$ cat config.mk
export PLATFORM = sky130hd
export DESIGN_NAME = alu_share_arbiter_flat
export DESIGN_NICKNAME = d
export VERILOG_FILES = /design/src/rtl/alu_share_arbiter_pkg.sv /design/src/rtl/alu_share_arbiter_if.sv /design/src/rtl/alu_share_arbiter_alu.sv /design/src/rtl/alu_share_arbiter.sv /design/src/flat_wrapper.sv
export SDC_FILE = /design/constraint.sdc
export NUM_CORES = 1
export LEC_CHECK = 0
export ABC_AREA = 1
export CAP_MARGIN = 20
export CORE_MARGIN = 3
export CORE_UTILIZATION = 40
export CTS_BUF_LIST = sky130_fd_sc_hd__clkbuf_4 sky130_fd_sc_hd__clkbuf_8
export DETAILED_ROUTE_END_ITERATION = 12
export SETUP_SLACK_MARGIN = 0.1
export SLEW_MARGIN = 20
export SYNTH_ARGS = -nofsm -noshare
export SYNTH_HDL_FRONTEND = slang
export SYNTH_HIERARCHICAL = 1
export SYNTH_SLANG_ARGS = --single-unit
$ cat constraint.sdc
create_clock -name clock -period 4.2 [get_ports clock]
set_clock_uncertainty 0.1 [all_clocks]
set_input_delay 0.63 -clock clock [delete_from_list [all_inputs] [get_ports clock]]
set_output_delay 0.63 -clock clock [all_outputs]
set_load 0.02 [all_outputs]
$ cat src/rtl/alu_share_arbiter_pkg.sv
// Shared definitions for the round-robin arbiter in front of the shared 32-bit alu.
// Holds the alu control codes used by the alu and by the requesters.
package alu_share_arbiter_pkg;

  typedef enum logic [3:0] {
    ALU_ADD = 4'b0000,
    ALU_SUB = 4'b0100,
    ALU_AND = 4'b0001,
    ALU_OR  = 4'b0101,
    ALU_XOR = 4'b0010,
    ALU_LUI = 4'b0110,
    ALU_SLL = 4'b0011,
    ALU_SRL = 4'b0111,
    ALU_SRA = 4'b1111
  } alu_op_e;

  localparam int unsigned DW = 32;

endpackage

$ cat src/rtl/alu_share_arbiter_if.sv
// Requester and response channels of the shared-alu arbiter.
// The master side is the set of requesters plus the response consumer.
interface alu_share_arbiter_if #(
  parameter int unsigned NREQ = 2,
  parameter int unsigned IDW  = 1
);
  logic [NREQ-1:0]    req_valid;
  logic [NREQ-1:0]    req_ready;
  logic [NREQ*32-1:0] req_a;
  logic [NREQ*32-1:0] req_b;
  logic [NREQ*4-1:0]  req_aluc;
  logic               rsp_valid;
  logic               rsp_ready;
  logic [31:0]        rsp_s;
  logic               rsp_z;
  logic [IDW-1:0]     rsp_id;

  modport master (
    output req_valid, req_a, req_b, req_aluc, rsp_ready,
    input  req_ready, rsp_valid, rsp_s, rsp_z, rsp_id
  );

  modport slave (
    input  req_valid, req_a, req_b, req_aluc, rsp_ready,
    output req_ready, rsp_valid, rsp_s, rsp_z, rsp_id
  );
endinterface

$ cat src/rtl/alu_share_arbiter_alu.sv
// Combinational 32-bit alu: s = f(a, b, aluc), z = (s == 0).
// Shift amount is the whole of a; shifted operand is b.
module alu
  import alu_share_arbiter_pkg::*;
(
  input  logic [31:0] a,
  input  logic [31:0] b,
  input  logic [3:0]  aluc,
  output logic [31:0] s,
  output logic        z
);

  logic big_shift;

  always_comb begin
    s         = '0;
    big_shift = (a >= 32'd32);
    // Bit 3 is a don't-care except for the three shift codes (low bits 2'b11).
    if (aluc[1:0] != 2'b11) begin
      case (alu_op_e'({1'b0, aluc[2:0]}))
        ALU_ADD: s = a + b;
        ALU_SUB: s = a - b;
        ALU_AND: s = a & b;
        ALU_OR:  s = a | b;
        ALU_XOR: s = a ^ b;
        ALU_LUI: s = {b[15:0], 16'h0000};
        default: s = '0;
      endcase
    end else begin
      case (alu_op_e'(aluc))
        ALU_SLL: s = big_shift ? '0 : (b << a[4:0]);
        ALU_SRL: s = big_shift ? '0 : (b >> a[4:0]);
        ALU_SRA: s = big_shift ? {32{b[31]}} : 32'($signed(b) >>> a[4:0]);
        default: s = '0;
      endcase
    end
    z = (s == '0);
  end

endmodule

$ cat src/rtl/alu_share_arbiter.sv
// Round-robin arbiter sharing one alu among NREQ requesters, with a single
// registered, id-tagged response channel that supports backpressure.
module alu_share_arbiter
  import alu_share_arbiter_pkg::*;
#(
  parameter int unsigned NREQ = 2,
  parameter int unsigned IDW  = 1
) (
  input  logic                clock,
  input  logic                resetn,
  alu_share_arbiter_if.slave  bus
);

  logic [IDW-1:0]  last_grant;
  logic [NREQ-1:0] grant;
  logic [IDW-1:0]  win;
  logic            found;
  logic            free;
  logic [31:0]     a_sel;
  logic [31:0]     b_sel;
  logic [3:0]      aluc_sel;
  logic [31:0]     alu_s;
  logic            alu_z;

  // Search starts just after the last winner; rotate, pick first, unrotate in one pass.
  always_comb begin
    free  = !bus.rsp_valid || bus.rsp_ready;
    grant = '0;
    win   = '0;
    found = 1'b0;
    for (int unsigned k = 1; k <= NREQ; k++) begin
      int unsigned idx;
      idx = (32'(last_grant) + k) % NREQ;
      if (!found && free && resetn && bus.req_valid[idx]) begin
        found      = 1'b1;
        grant[idx] = 1'b1;
        win        = idx[IDW-1:0];
      end
    end
  end

  assign bus.req_ready = grant;

  always_comb begin
    a_sel    = bus.req_a[32*win +: 32];
    b_sel    = bus.req_b[32*win +: 32];
    aluc_sel = bus.req_aluc[4*win +: 4];
  end

  alu u_alu (
    .a    (a_sel),
    .b    (b_sel),
    .aluc (aluc_sel),
    .s    (alu_s),
    .z    (alu_z)
  );

  always_ff @(posedge clock or negedge resetn) begin
    if (!resetn) begin
      bus.rsp_valid <= 1'b0;
      bus.rsp_s     <= '0;
      bus.rsp_z     <= 1'b0;
      bus.rsp_id    <= '0;
      last_grant    <= IDW'(NREQ - 1);
    end else if (found) begin
      bus.rsp_valid <= 1'b1;
      bus.rsp_s     <= alu_s;
      bus.rsp_z     <= alu_z;
      bus.rsp_id    <= win;
      last_grant    <= win;
    end else if (bus.rsp_ready) begin
      bus.rsp_valid <= 1'b0;
    end
  end

endmodule

$ cat src/flat_wrapper.sv
// flat-port wrapper written by rule: the top's interface ports become plain ports
module alu_share_arbiter_flat import alu_share_arbiter_pkg::*;
#(
  parameter int unsigned NREQ = 2,
  parameter int unsigned IDW  = 1
)
  (clock, resetn, bus_req_valid, bus_req_a, bus_req_b, bus_req_aluc, bus_rsp_ready, bus_req_ready, bus_rsp_valid, bus_rsp_s, bus_rsp_z, bus_rsp_id);
  alu_share_arbiter_if #(.NREQ(NREQ), .IDW(IDW)) bus_i ();
  input  logic clock;
  input  logic resetn;
  input wire logic [$bits(bus_i.req_valid)-1:0] bus_req_valid;
  input wire logic [$bits(bus_i.req_a)-1:0] bus_req_a;
  input wire logic [$bits(bus_i.req_b)-1:0] bus_req_b;
  input wire logic [$bits(bus_i.req_aluc)-1:0] bus_req_aluc;
  input wire logic [$bits(bus_i.rsp_ready)-1:0] bus_rsp_ready;
  output wire logic [$bits(bus_i.req_ready)-1:0] bus_req_ready;
  output wire logic [$bits(bus_i.rsp_valid)-1:0] bus_rsp_valid;
  output wire logic [$bits(bus_i.rsp_s)-1:0] bus_rsp_s;
  output wire logic [$bits(bus_i.rsp_z)-1:0] bus_rsp_z;
  output wire logic [$bits(bus_i.rsp_id)-1:0] bus_rsp_id;
  assign bus_i.req_valid = bus_req_valid;
  assign bus_i.req_a = bus_req_a;
  assign bus_i.req_b = bus_req_b;
  assign bus_i.req_aluc = bus_req_aluc;
  assign bus_i.rsp_ready = bus_rsp_ready;
  assign bus_req_ready = bus_i.req_ready;
  assign bus_rsp_valid = bus_i.rsp_valid;
  assign bus_rsp_s = bus_i.rsp_s;
  assign bus_rsp_z = bus_i.rsp_z;
  assign bus_rsp_id = bus_i.rsp_id;
  alu_share_arbiter #(.NREQ(NREQ), .IDW(IDW)) u_core (.clock(clock), .resetn(resetn), .bus(bus_i));
endmodule
### After elaboration in Yosys (flattened, before gate mapping)

Cells that the tools add are included.

| operators by class | value |
|---|---|
| shift-type cells | 6 |
| bitwise operators | 4 |
| muxes and demuxes | 22 |
| reductions and logical operators | 13 |
| div/mod/pow operators | 0 |
| equal/unequal tests | 9 |
| add/sub/neg operators | 4 |
| multipliers | 0 |
| magnitude comparators | 5 |

Operators by type and width:

| kind | count |
|---|---|
| $pmux W32 S6 | 1 |
| $mux W32 | 4 |
| $shiftx A64 B7 Y32 | 2 |
| $pmux W32 S3 | 1 |
| $add A32 B32 Y32 | 1 |
| $and A32 B32 Y32 | 1 |
| $ge A32 B6 Y1 const B | 1 |
| $logic_not A32 Y1 | 1 |
| $or A32 B32 Y32 | 1 |
| $shl A32 B5 Y32 | 1 |
| $shr A32 B5 Y32 | 1 |
| $sshr A32 B5 Y32 | 1 |
| $sub A32 B32 Y32 | 1 |
| $xor A32 B32 Y32 | 1 |
| $mux W1 | 12 |
| $eq A3 B3 Y1 const B | 3 |
| $shiftx A8 B4 Y4 | 1 |
| $logic_and A1 B1 Y1 | 7 |
| $eq A4 B2 Y1 const B | 1 |
| $eq A4 B3 Y1 const B | 1 |
| $eq A4 B4 Y1 const B | 1 |
| $lt A1 B2 Y1 const B | 2 |
| $mux W2 | 2 |
| $eq A3 B1 Y1 const B | 1 |
| 10 further kinds | 14 |

| storage, ports and cells | value |
|---|---|
| bits in read-only memories | 0 |
| flip-flop bits (word level) | 36 |
| word-level logic and storage cells | 68 |
| output and inout port bits | 37 |
| bits of input ports | 141 |
| RAM bits | 0 |
| bits in latches | 0 |
| memories | 0 |

### Logic depth before layout (Yosys ltp)

Gate-level depths: netlist of run 1.

| logic depth | value |
|---|---|
| depth in word-level cells | 16 |
| mapped depth | 38 |
| mapped depth without buffers | 37 |

### Modules after synthesis

The synthesis of run 1 kept the hierarchy.

By module, submodules not included:

| module | area each (µm²) | times used | seq. area each (µm²) | cells each |
|---|---|---|---|---|
| alu | 9686.8 | 1 | 0.0 | 1939 |
| alu_share_arbiter | 2951.6 | 1 | 902.1 | 465 |

### Worst setup path before layout of run 1

No wires, ideal clock.

| path | value |
|---|---|
| path type | input -> register |
| from | input port bus_rsp_ready |
| to | register u_core.bus.rsp_z |
| library setup time | 0.065 ns |
| setup slack | -0.275 ns |
| path buffers | 1 |
| arrival time | 4.310 ns |
| cell stages on the path | 34 |
| path through | inv_1 -> nand2_1 -> nand2_1 -> clkbuf_1 -> o21bai_1 -> nand2_1 -> inv_1 -> ha_1 -> nand3_1 -> nor3_2 -> nand4_1 -> inv_1 -> nand2_1 -> nand2_1 -> o21ai_1 -> a21oi_2 -> a21boi_2 -> xor2_1 -> ha_1 -> nand2_1 -> inv_1 -> a21oi_1 -> o21ai_0 -> nor2_1 -> nand3_1 -> nand3_1 -> nand3_2 -> nor2_1 -> nand2_1 -> nor2_1 -> nand2_1 -> nor2_1 -> nand3_1 -> nand2_1 |

| on the way | value |
|---|---|
| longest elaborated chain between the ends | 15 |
| elaborated cells between the ends (all ways) | 40 |

RTL lines:

| element | RTL line | RTL |
|---|---|---|
| start: declaration | flat_wrapper.sv:15 | `input wire logic [$bits(bus_i.rsp_ready)-1:0] bus_rsp_ready;` |
| $logic_or A1 B1 Y1 (*) | alu_share_arbiter.sv:27 | `free = !bus.rsp_valid \|\| bus.rsp_ready;` |
| $logic_and A1 B1 Y1 (2 in a row) | alu_share_arbiter.sv:34 | `if (!found && free && resetn && bus.req_valid[idx]) begin` |
| $mux W1 | alu_share_arbiter.sv:34 |  |
| $logic_not A1 Y1 | alu_share_arbiter.sv:34 |  |
| $logic_and A1 B1 Y1 (3 in a row) | alu_share_arbiter.sv:34 |  |
| $mux W1 (*) | alu_share_arbiter.sv:34 |  |
| $shiftx A64 B7 Y32 (*) | alu_share_arbiter.sv:46 | `b_sel = bus.req_b[32*win +: 32];` |
| named net u_core.b_sel[0] | alu_share_arbiter.sv:20 | `logic [31:0] b_sel;` |
| branches (longest 3 deep; another with $sub A32 B32 Y32) | - |  |
| $mux W32 (*) | alu_share_arbiter_alu.sv:19 | `if (aluc[1:0] != 2'b11) begin` |
| named net u_core.alu_s[27] | alu_share_arbiter.sv:22 | `logic [31:0] alu_s;` |
| $logic_not A32 Y1 (*) | alu_share_arbiter_alu.sv:37 | `z = (s == '0);` |
| named net u_core.alu_z | alu_share_arbiter.sv:23 | `logic alu_z;` |
| end signal: assignment | alu_share_arbiter.sv:68 | `bus.rsp_z <= alu_z;` |
| end: declaration | alu_share_arbiter_if.sv:25 | `output req_ready, rsp_valid, rsp_s, rsp_z, rsp_id` |

Mark *: on every way through the listed nets, which the timed path passes.
A chain may end at the register's enable or synchronous reset.

### Final worst setup path of run 1

| path | value |
|---|---|
| from | register u_core.last_grant |
| to | register u_core.bus.rsp_z |

| on the way | value |
|---|---|
| longest elaborated chain between the ends | 16 |
| elaborated cells between the ends (all ways) | 44 |

RTL lines:

| element | RTL line | RTL |
|---|---|---|
| start: declaration | alu_share_arbiter.sv:14 | `logic [IDW-1:0] last_grant;` |
| start signal: assignment | alu_share_arbiter.sv:64 | `last_grant <= IDW'(NREQ - 1);` |
| start signal: assignment | alu_share_arbiter.sv:70 | `last_grant <= win;` |
| $add A1 B1 Y1 | alu_share_arbiter.sv:33 | `idx = (32'(last_grant) + k) % NREQ;` |
| $mux W1 (implied by the code) (2 in a row) | alu_share_arbiter.sv:34 |  |
| $logic_and A1 B1 Y1 | alu_share_arbiter.sv:34 |  |
| $mux W1 | alu_share_arbiter.sv:34 |  |
| $logic_not A1 Y1 | alu_share_arbiter.sv:34 |  |
| $logic_and A1 B1 Y1 (3 in a row) | alu_share_arbiter.sv:34 |  |
| $mux W1 (*) | alu_share_arbiter.sv:34 |  |
| $shiftx A64 B7 Y32 (*) | alu_share_arbiter.sv:46 |  |
| named net u_core.b_sel[8] | alu_share_arbiter.sv:20 |  |
| branches (longest 3 deep; another with $sub A32 B32 Y32) | - |  |
| $mux W32 (*) | alu_share_arbiter_alu.sv:19 |  |
| named net u_core.alu_s[30] | alu_share_arbiter.sv:22 |  |
| $logic_not A32 Y1 (*) | alu_share_arbiter_alu.sv:37 |  |
| named net u_core.alu_z | alu_share_arbiter.sv:23 |  |

Mark *: on every way through the listed nets, which the timed path passes. The select of a mux whose other input is x is not followed.

==> results of run 1 <==
-- through the flow --
step / hold WS (ps) / setup TNS, ps / area [sq um]
6_report: 228 / -3280 / 20300
2_1_floorplan: 234 / -93.9 / 12800
4_1_cts: 225 / -1810 / 19500
3_3_place_gp: 357 / -29390 / 18300
5_1_grt: 227 / -7700 / 20300
3_5_place_dp: 364 / -30220 / 18300
-- layout make-up --
cell class / instances / area (sq um)
multi-input combinational: 1917 / 11300
tap: 396 / 495
timing repair buffer: 738 / 6230
inverter: 340 / 1310
sequential: 36 / 903
fill: 2839 / 10500
clock buffer: 6 / 76.3
clock inverter: 1 / 5.00
-- worst reg2reg max path, delay by kind of cell (launching register included) --
family	cells	cell delay [ps]
AOI/OAI and AO/OA	2	250
and+or+nand+nor	24	2220
buffers and inverters	8	960
adders and majority gates	1	350
xor gates and xnor gates	1	300
DFF	1	560
-- Yosys cell counts, types with 2 or more instances --
library cell  instances  area share
a221oi_1             18       0.012
a21oi_2               2      0.0014
buf_2                53       0.021
o21ai_1              17      0.0067
nand3b_1              8      0.0048
dfrtp_1              35       0.069
o21ai_0              42       0.017
o31ai_1               2      0.0012
nand2_1             790        0.23
o22ai_1               3      0.0015
inv_2                17      0.0050
nand2_2              27       0.013
nor3_1                8      0.0032
a22oi_1               3      0.0018
buf_4                10      0.0059
a21boi_1              2      0.0012
buf_1                11      0.0033
xor2_1               30       0.021
buf_6                 8      0.0071
nand3_1             491        0.19
nor3_2                4      0.0032
a21boi_2              3      0.0027
or2_2                 6      0.0030
nor2_1              169       0.050
a21o_1                3      0.0018
a21oi_1              43       0.017
and2_1                8      0.0040
nand3_2               8      0.0063
ha_1                 96       0.095
a31oi_1               5      0.0025
nor4_1                2     0.00099
o2111ai_1             2      0.0014
o211ai_1              5      0.0030
clkbuf_1             28      0.0083
nor2_2                5      0.0025
nand4_1              23       0.011
clkinv_1              2     0.00059
nor2_8                2      0.0032
inv_1               319       0.095
a211oi_1              3      0.0018
o21bai_1             69       0.041
nor2_4                5      0.0045
nand2_4               5      0.0045
-- sequential cells by signal, indices dropped and copies added, names as in the netlist --
register / count
u_core/bus.rsp_s: 32
u_core/bus.rsp_z: 1
u_core/bus.rsp_valid: 1
u_core/last_grant: 1
u_core/bus.rsp_id: 1
-- cells by family (layout without fill, tap and decap cells) --
group | Yosys count | after routing | synth area share
simple gates | 1562 | 1562 | 0.544
xor+xnor | 30 | 30 | 0.0208
compound gates | 228 | 228 | 0.118
fa+ha+maj | 97 | 97 | 0.0966
buf+inv | 451 | 1085 | 0.149
flops | 36 | 36 | 0.0714
-- report_power, final --
group	switching, mW	leakage, nW	internal (mW)
Clock	0.121	0.0445	0.119
Sequential	0.0598	0.457	0.441
Combinational	2.86	10.5	2.11
Total	3.04	11.0	2.67
-- worst max-delay path by stage --
stage / startpoint / endpoint / slack, ps
after global routing: bus_req_valid[0] / u_core/bus.rsp_z / -800
after detailed placement: bus_rsp_ready / u_core/bus.rsp_z / -1800
final: u_core/last_grant / u_core/bus.rsp_z / -590
after global placement: bus_rsp_ready / u_core/bus.rsp_z / -1860
after floorplan: bus_rsp_ready / u_core/bus.rsp_z / -90
after CTS: bus_req_valid[0] / u_core/bus.rsp_z / -450
-- metal layers --
| layer | part of all wire | GRT usage | vias to the layer above | routed length [um] |
|---|---|---|---|---|
| met2 | 0.41 | 0.602 | 1302 | 29300 |
| met1 | 0.42 | 0.557 | 9027 | 29600 |
| li1 | - | - | 8992 | - |
| met4 | 0.060 | 0.193 | 0 | 4270 |
| met5 | 0 | 0 | - | 0 |
| met3 | 0.11 | 0.0772 | 233 | 8110 |
-- timing repair --
action	4_1_cts	5_1_grt
resized for setup	225	172
cloned	2	0
setup buffers	33	27
pin swaps	106	96
setup endpoints to repair	33	30
hold endpoints to repair	0	0
==> out/metrics.cfg, run 1 <==
[yosys]
syn_nets=2642
syn-cell-area_sq_mm=0.0126
synth.lib_cells_used.distinct=55
ys_ff_latch=36
syn_avg_cell_area_sq_um=5.26
synthCells=2404
yosysSeqAreaShare=0.0714
async_flop_share=1.00
synth_edf_count=0
yosysWarningCount=6
synth_flop_cell=dfrtp_1

[setup_path]
crit_path_frequent_cell=nand2_2
worst-endpoint-arrival_ps=4920
path_delay_family=simple AND/OR/NAND/NOR gates
cp_num_buf_inv=8
worstPathMaxFanout=11
worstSetupEndpointType=flop
criticalPathCategory=reg2reg
max_stage_delay_ps=560
cp_data_required_time_ps=4330
worstRegToRegCells=36
start_kind=flop
timing.rr.end=u_core/bus.rsp_z
r2r-start=u_core/last_grant
crit_cells=36
rrSetupSlack_ps=-590
slowest_stage=dfstp_2

[detailed_routing]
drt_pass1_iterations=10
wire_per_inst_um=20.8
dr.first_iter.drc_count=2316
routed_wl_um=71300
vias=19600
postRouteAntennaNets=0
vias_per_cell=5.69
drt_drc_violations_left=0

[sta]
fin_crit_sh=1.14
final_hold_viol_count=0
max_freq_mhz=209
relSlewSlack=0.502
slew_viol_final=0
rsz0062_at_grt=yes
tightest_slew_ps=747
finalWorstSetupSlack_ps=-593
setup_viol=18
finalCriticalPeriod_ps=4790

[status]
failed_checks=setup timing
outcome=finished with violations

[clock_tree]
cts_tree=done
clk_latency_ps=290
clk_path_buf_depth=2
numCtsBuffers=5
cts_hold_buf=0
cts-root-buf=clkbuf_8
clk_pin_slew_ps=70
cts_sinks=36
htreeDepth=2

[final_layout]
layout_common_cells=675 x nand2_1, 531 x buf_4, 459 x nand3_1
drive_above_1_share=0.316
n_antenna_cell=0
finish.utilization=0.660
final_common_cell=nand2_1
num-nets-final=3276
stdcell_count=3434
area_growth_pct=61.0

[power]
power_leakage_nw=11.0
irDropWorstVdd_mv=0.223
power.total_mw=5.71
p_per_area_mw_per_mm2=281

[placed_design]
place_ws_ps=-1800
gp_congestion=1.08
numPortBuffers=177
dp_hpwl_um=57800
place_inst=3365

[global_routing]
grt_pass1_vias=18400
grt_antenna_before_repair=1
grt_pass1_wl_um=106000
gr-total-overflow=0
grt_max_degree=70
grt_util_all_layers=0.403

[min_path]
hold_class=in2async

[floorplan]
core_area_sq_mm=0.0308
dieArea_sq_mm=0.0338
die_y_um=184
die_w_um=184
initial_core_util=0.410
rows=64
ioPinCount=178

[job]
max_cap_violations=0

(Power assumes the default switching activity.)
==> run 2: changes to the inputs <==
--- a/config.mk
+++ b/config.mk
@@ -7,6 +7,7 @@
 export LEC_CHECK = 0
 export ABC_AREA = 1
 export CAP_MARGIN = 20
+export CORE_ASPECT_RATIO = 0.9
 export CORE_MARGIN = 3
 export CORE_UTILIZATION = 40
 export CTS_BUF_LIST = sky130_fd_sc_hd__clkbuf_4 sky130_fd_sc_hd__clkbuf_8
==> run 2 against run 1 <==
Effect of this change:
- die area barely moved
- register-to-register slack improved by 80 ps
- critical path type unchanged
- the flow still finishes with violations (setup timing)
- first-iteration DRC count rose by 5.1%
- routed wire length barely moved
- maximum frequency rose by 1.6%
==> out/metrics.cfg, run 2 (synthesis gave the netlist of run 1 again) <==
[detailed_routing]
vias=19300  ; -1.2%
dr.first_iter.drc_count=2435  ; +5.1%
postRouteAntennaNets=0  ; unchanged
drt_pass1_iterations=6  ; -4
vias_per_cell=5.64  ; -1.0%
drt_drc_violations_left=0  ; unchanged
wire_per_inst_um=20.8  ; about the same
routed_wl_um=71200  ; about the same

[placed_design]
numPortBuffers=177  ; unchanged
postPlaceCellArea_sq_mm=0.0182  ; -0.39%
dp_hpwl_um=57700  ; -0.20%
gp_congestion=1.07  ; -0.56%

[sta]
max_freq_mhz=212  ; +1.6%
finalCriticalPeriod_ps=4720  ; -77.5 ps
fin_crit_sh=1.12  ; -0.0184
slew_viol_final=0  ; unchanged
relSlewSlack=0.540  ; +0.0385
hold_slack_ps=143  ; -85.2 ps
finalWorstSetupSlack_ps=-515  ; +77.5 ps
setup_viol=22  ; +4
fin_tns_setup_ps=-3700  ; -418 ps
final_hold_viol_count=0  ; unchanged
rsz0062_at_grt=yes
tightest_slew_ps=689  ; -57.7 ps

[final_layout]
num-nets-final=3256  ; -0.61%
final_common_cell=nand2_1
layout_common_cells=665 x nand2_1, 498 x buf_4, 455 x nand3_1
area_growth_pct=61.1  ; about the same
fill_cells=2936  ; +3.4%
largest_reg_flops=32  ; unchanged
top_register=u_core/bus.rsp_s
drive_above_1_share=0.314  ; -0.00133
final_area_sq_mm=0.0204  ; about the same

[clock_tree]
clk_path_buf_depth=2  ; unchanged
htreeDepth=2  ; unchanged
clk_latency_ps=280  ; about the same
cts_hold_buf=0  ; unchanged
cts-root-buf=clkbuf_8
cts_sinks=36  ; unchanged
numCtsBuffers=5  ; unchanged
cts_tree=done
clk_pin_slew_ps=70  ; about the same

[global_routing]
grt_max_degree=70  ; unchanged
grt_pass1_vias=17900  ; -2.8%
grt_util_all_layers=0.400  ; -0.00311
grt_antenna_before_repair=1  ; unchanged
grt_pass1_wl_um=106000  ; -0.18%
gr-total-overflow=0  ; unchanged

[setup_path]
slowest_stage=dfrtp_2
start_kind=flop
worst-endpoint-arrival_ps=4790  ; -130 ps
criticalPathCategory=reg2reg
worstPathMaxFanout=5  ; -6
max_stage_delay_ps=450  ; -110 ps
crit_path_frequent_cell=buf_4
cp_data_required_time_ps=4270  ; -60 ps
worstSetupEndpointType=flop

[power]
irDropWorstVdd_mv=0.289  ; +30%
power_leakage_nw=10.9  ; -0.64%
power.total_mw=5.69  ; -0.34%
p_per_area_mw_per_mm2=280  ; -0.39%

[status]
failed_checks=setup timing
outcome=finished with violations

[floorplan]
die_w_um=193  ; +5.2%
die_y_um=175  ; -5.0%
initial_core_util=0.408  ; -0.00209
rows=61  ; -4.7%
core_area_sq_mm=0.0310  ; +0.51%
ioPinCount=178  ; unchanged
dieArea_sq_mm=0.0338  ; about the same

[job]
max_cap_violations=0  ; unchanged

[min_path]
hold_class=in2async

-- run 2: final timing paths --
path | to | cells past startpoint | slack, ps | start
hold reg to reg | u_core/bus.rsp_s[30] | 2 | 370 | u_core/bus.rsp_s[30]
min in group clock | u_core/bus.rsp_s[30] | 2 | 370 | u_core/bus.rsp_s[30]
setup reg to reg | u_core/bus.rsp_s[31] | 36 | -520 | u_core/bus.rsp_valid
hold / removal | u_core/bus.rsp_id | 2 | 140 | resetn
setup / recovery | u_core/bus.rsp_s[31] | 36 | -520 | u_core/bus.rsp_valid
max in group asynchronous | u_core/bus.rsp_valid | 2 | 3360 | resetn
-- run 2: power by group --
| part | internal [mW] | switching [mW] | total [mW] |
|---|---|---|---|
| clock | 0.176 | 0.122 | 0.298 |
| combinational | 2.08 | 2.82 | 4.90 |
| sequential | 0.441 | 0.0557 | 0.496 |
-- run 2: area by class of cell --
cell class | instances | area, sq um | share of cell area
sequential | 36 | 903 | 0.0444
clock buffer | 5 | 68.8 | 0.00338
clock inverter | 3 | 42.5 | 0.00209
multi-input combinational | 1917 | 11300 | 0.555
inverter | 340 | 1310 | 0.0643
timing repair buffer | 718 | 6230 | 0.306
tap | 409 | 512 | 0.0251
antenna | 1 | 2.50 | 0.000123
-- run 2: critical path, delay by kind of cell (launching register included) --
family / cells / cell delay [ps]
fa+ha+maj: 1 / 320
simple gates: 17 / 1300
compound gates: 3 / 500
flops: 1 / 450
buf+inv: 14 / 1680
xor+xnor: 1 / 220
-- run 2: routing by layer --
layer / track usage / wire, um
met5: 0 / 0
met4: 0.153 / 3650
met3: 0.0947 / 9180
met2: 0.590 / 28700
met1: 0.564 / 29700
-- run 2: metrics by stage --
stage	util	worst slack, ps	std cells
after floorplan	-	-93.9	2404
after global placement	0.588	-1430	3363
after detailed placement	0.588	-1500	3363
after CTS	0.635	-350	3408
after global routing	0.657	-778	3429
final	0.657	-515	3429
-- run 2: what timing repair did --
item                       4_1_cts  5_1_grt
setup endpoints to repair       32       32
gates resized for setup        260      145
buffers inserted                33       19
pin swaps                      116       93
gates cloned                     5        1
==> run 3: changes to the inputs <==
--- a/config.mk
+++ b/config.mk
@@ -8,10 +8,11 @@
 export ABC_AREA = 1
 export CAP_MARGIN = 20
 export CORE_ASPECT_RATIO = 0.9
-export CORE_MARGIN = 3
-export CORE_UTILIZATION = 40
+export CORE_UTILIZATION = 53
 export CTS_BUF_LIST = sky130_fd_sc_hd__clkbuf_4 sky130_fd_sc_hd__clkbuf_8
 export DETAILED_ROUTE_END_ITERATION = 12
+export HOLD_SLACK_MARGIN = 0.05
+export PLACE_DENSITY = 0.81
 export SETUP_SLACK_MARGIN = 0.1
 export SLEW_MARGIN = 20
 export SYNTH_ARGS = -nofsm -noshare
==> run 3 against run 2 <==
Effect of this change:
- synthesized cell count did not move
- synthesized area stayed put
- the flow now stops in global routing (5_1_grt)
==> out/metrics.cfg, run 3 <==
[yosys]
syn_nets=2642  ; unchanged
synth_flop_cell=dfrtp_1
yosysTopAreaCellShare=0.235  ; unchanged
yosysTopAreaCell=nand2_1
synth_area_leaders=nand2_1 23%, nand3_1 19%, ha_1 9.5%
yosysSeqAreaShare=0.0714  ; unchanged
synth_edf_count=0  ; unchanged
syn-cell-area_sq_mm=0.0126  ; unchanged
async_flop_share=1.00  ; unchanged
yosysMostFrequentCell=nand2_1
synthTopCellsByCount=790 x nand2_1, 491 x nand3_1, 319 x inv_1
yosysWarningCount=6  ; unchanged
synth.lib_cells_used.distinct=55  ; unchanged
ys_ff_latch=36  ; unchanged
synthCells=2404  ; unchanged
syn_avg_cell_area_sq_um=5.26  ; unchanged

[sta]
worst_endpoint=u_core/bus.rsp_z$_DFFE_PN0P_/D
worstEpCategory=register input

[status]
error_line=[ERROR GRT-0232] Routing congestion too high. Check the congestion heatmap in the GUI.
stop_stage=global routing (5_1_grt)
outcome=stopped before the end

[clock_tree]
numCtsBuffers=5  ; unchanged
htreeDepth=2  ; unchanged
cts_hold_buf=0  ; unchanged
cts-root-buf=clkbuf_8
cts_sinks=36  ; unchanged
clk_path_buf_depth=2  ; unchanged

[placed_design]
dp_hpwl_um=50100  ; -13%
place_ws_ps=-1370  ; +129 ps
gp_congestion=1.23  ; +15%
numPortBuffers=177  ; unchanged
postPlaceCellArea_sq_mm=0.0177  ; -3.1%

[floorplan]
die_y_um=148  ; -15%
initial_core_util=0.540  ; +0.132
rows=53  ; -13%
ioPinCount=178  ; unchanged
die_w_um=165  ; -15%

[global_routing]
gr-total-overflow=397
grt_max_degree=70
grt_util_all_layers=0.868

run 3: cell counts after synthesis:
Identical to the previous run, type by type.
run 3: timing repair:
| item | in CTS |
|---|---|
| setup buffers | 42 |
| pin swaps | 108 |
| cloned | 3 |
| resized for setup | 205 |
| setup endpoints to repair | 31 |
run 3: stage by stage:
stage          utilization  TNS [ps]  std cells  hold WS (ps)
2_1_floorplan            -     -93.9       2404           234
3_3_place_gp         0.755    -24150       3199           361
3_5_place_dp         0.755    -27960       3199           367
4_1_cts              0.808     -1180       3251           350
run 3: per-layer routing:
| layer | overflow | track usage |
|---|---|---|
| met2 | 242 | 0.976 |
| met3 | 26 | 0.777 |
| met4 | 112 | 0.858 |
| met5 | 3 | 0.558 |
| met1 | 14 | 0.865 |
run 3: cells by family after synthesis:
group	after synthesis	synth area share
adders and majority gates	97	0.0966
AOI/OAI and AO/OA	228	0.118
and+or+nand+nor	1562	0.544
buffers and inverters	451	0.149
xor gates and xnor gates	30	0.0208
DFF	36	0.0714
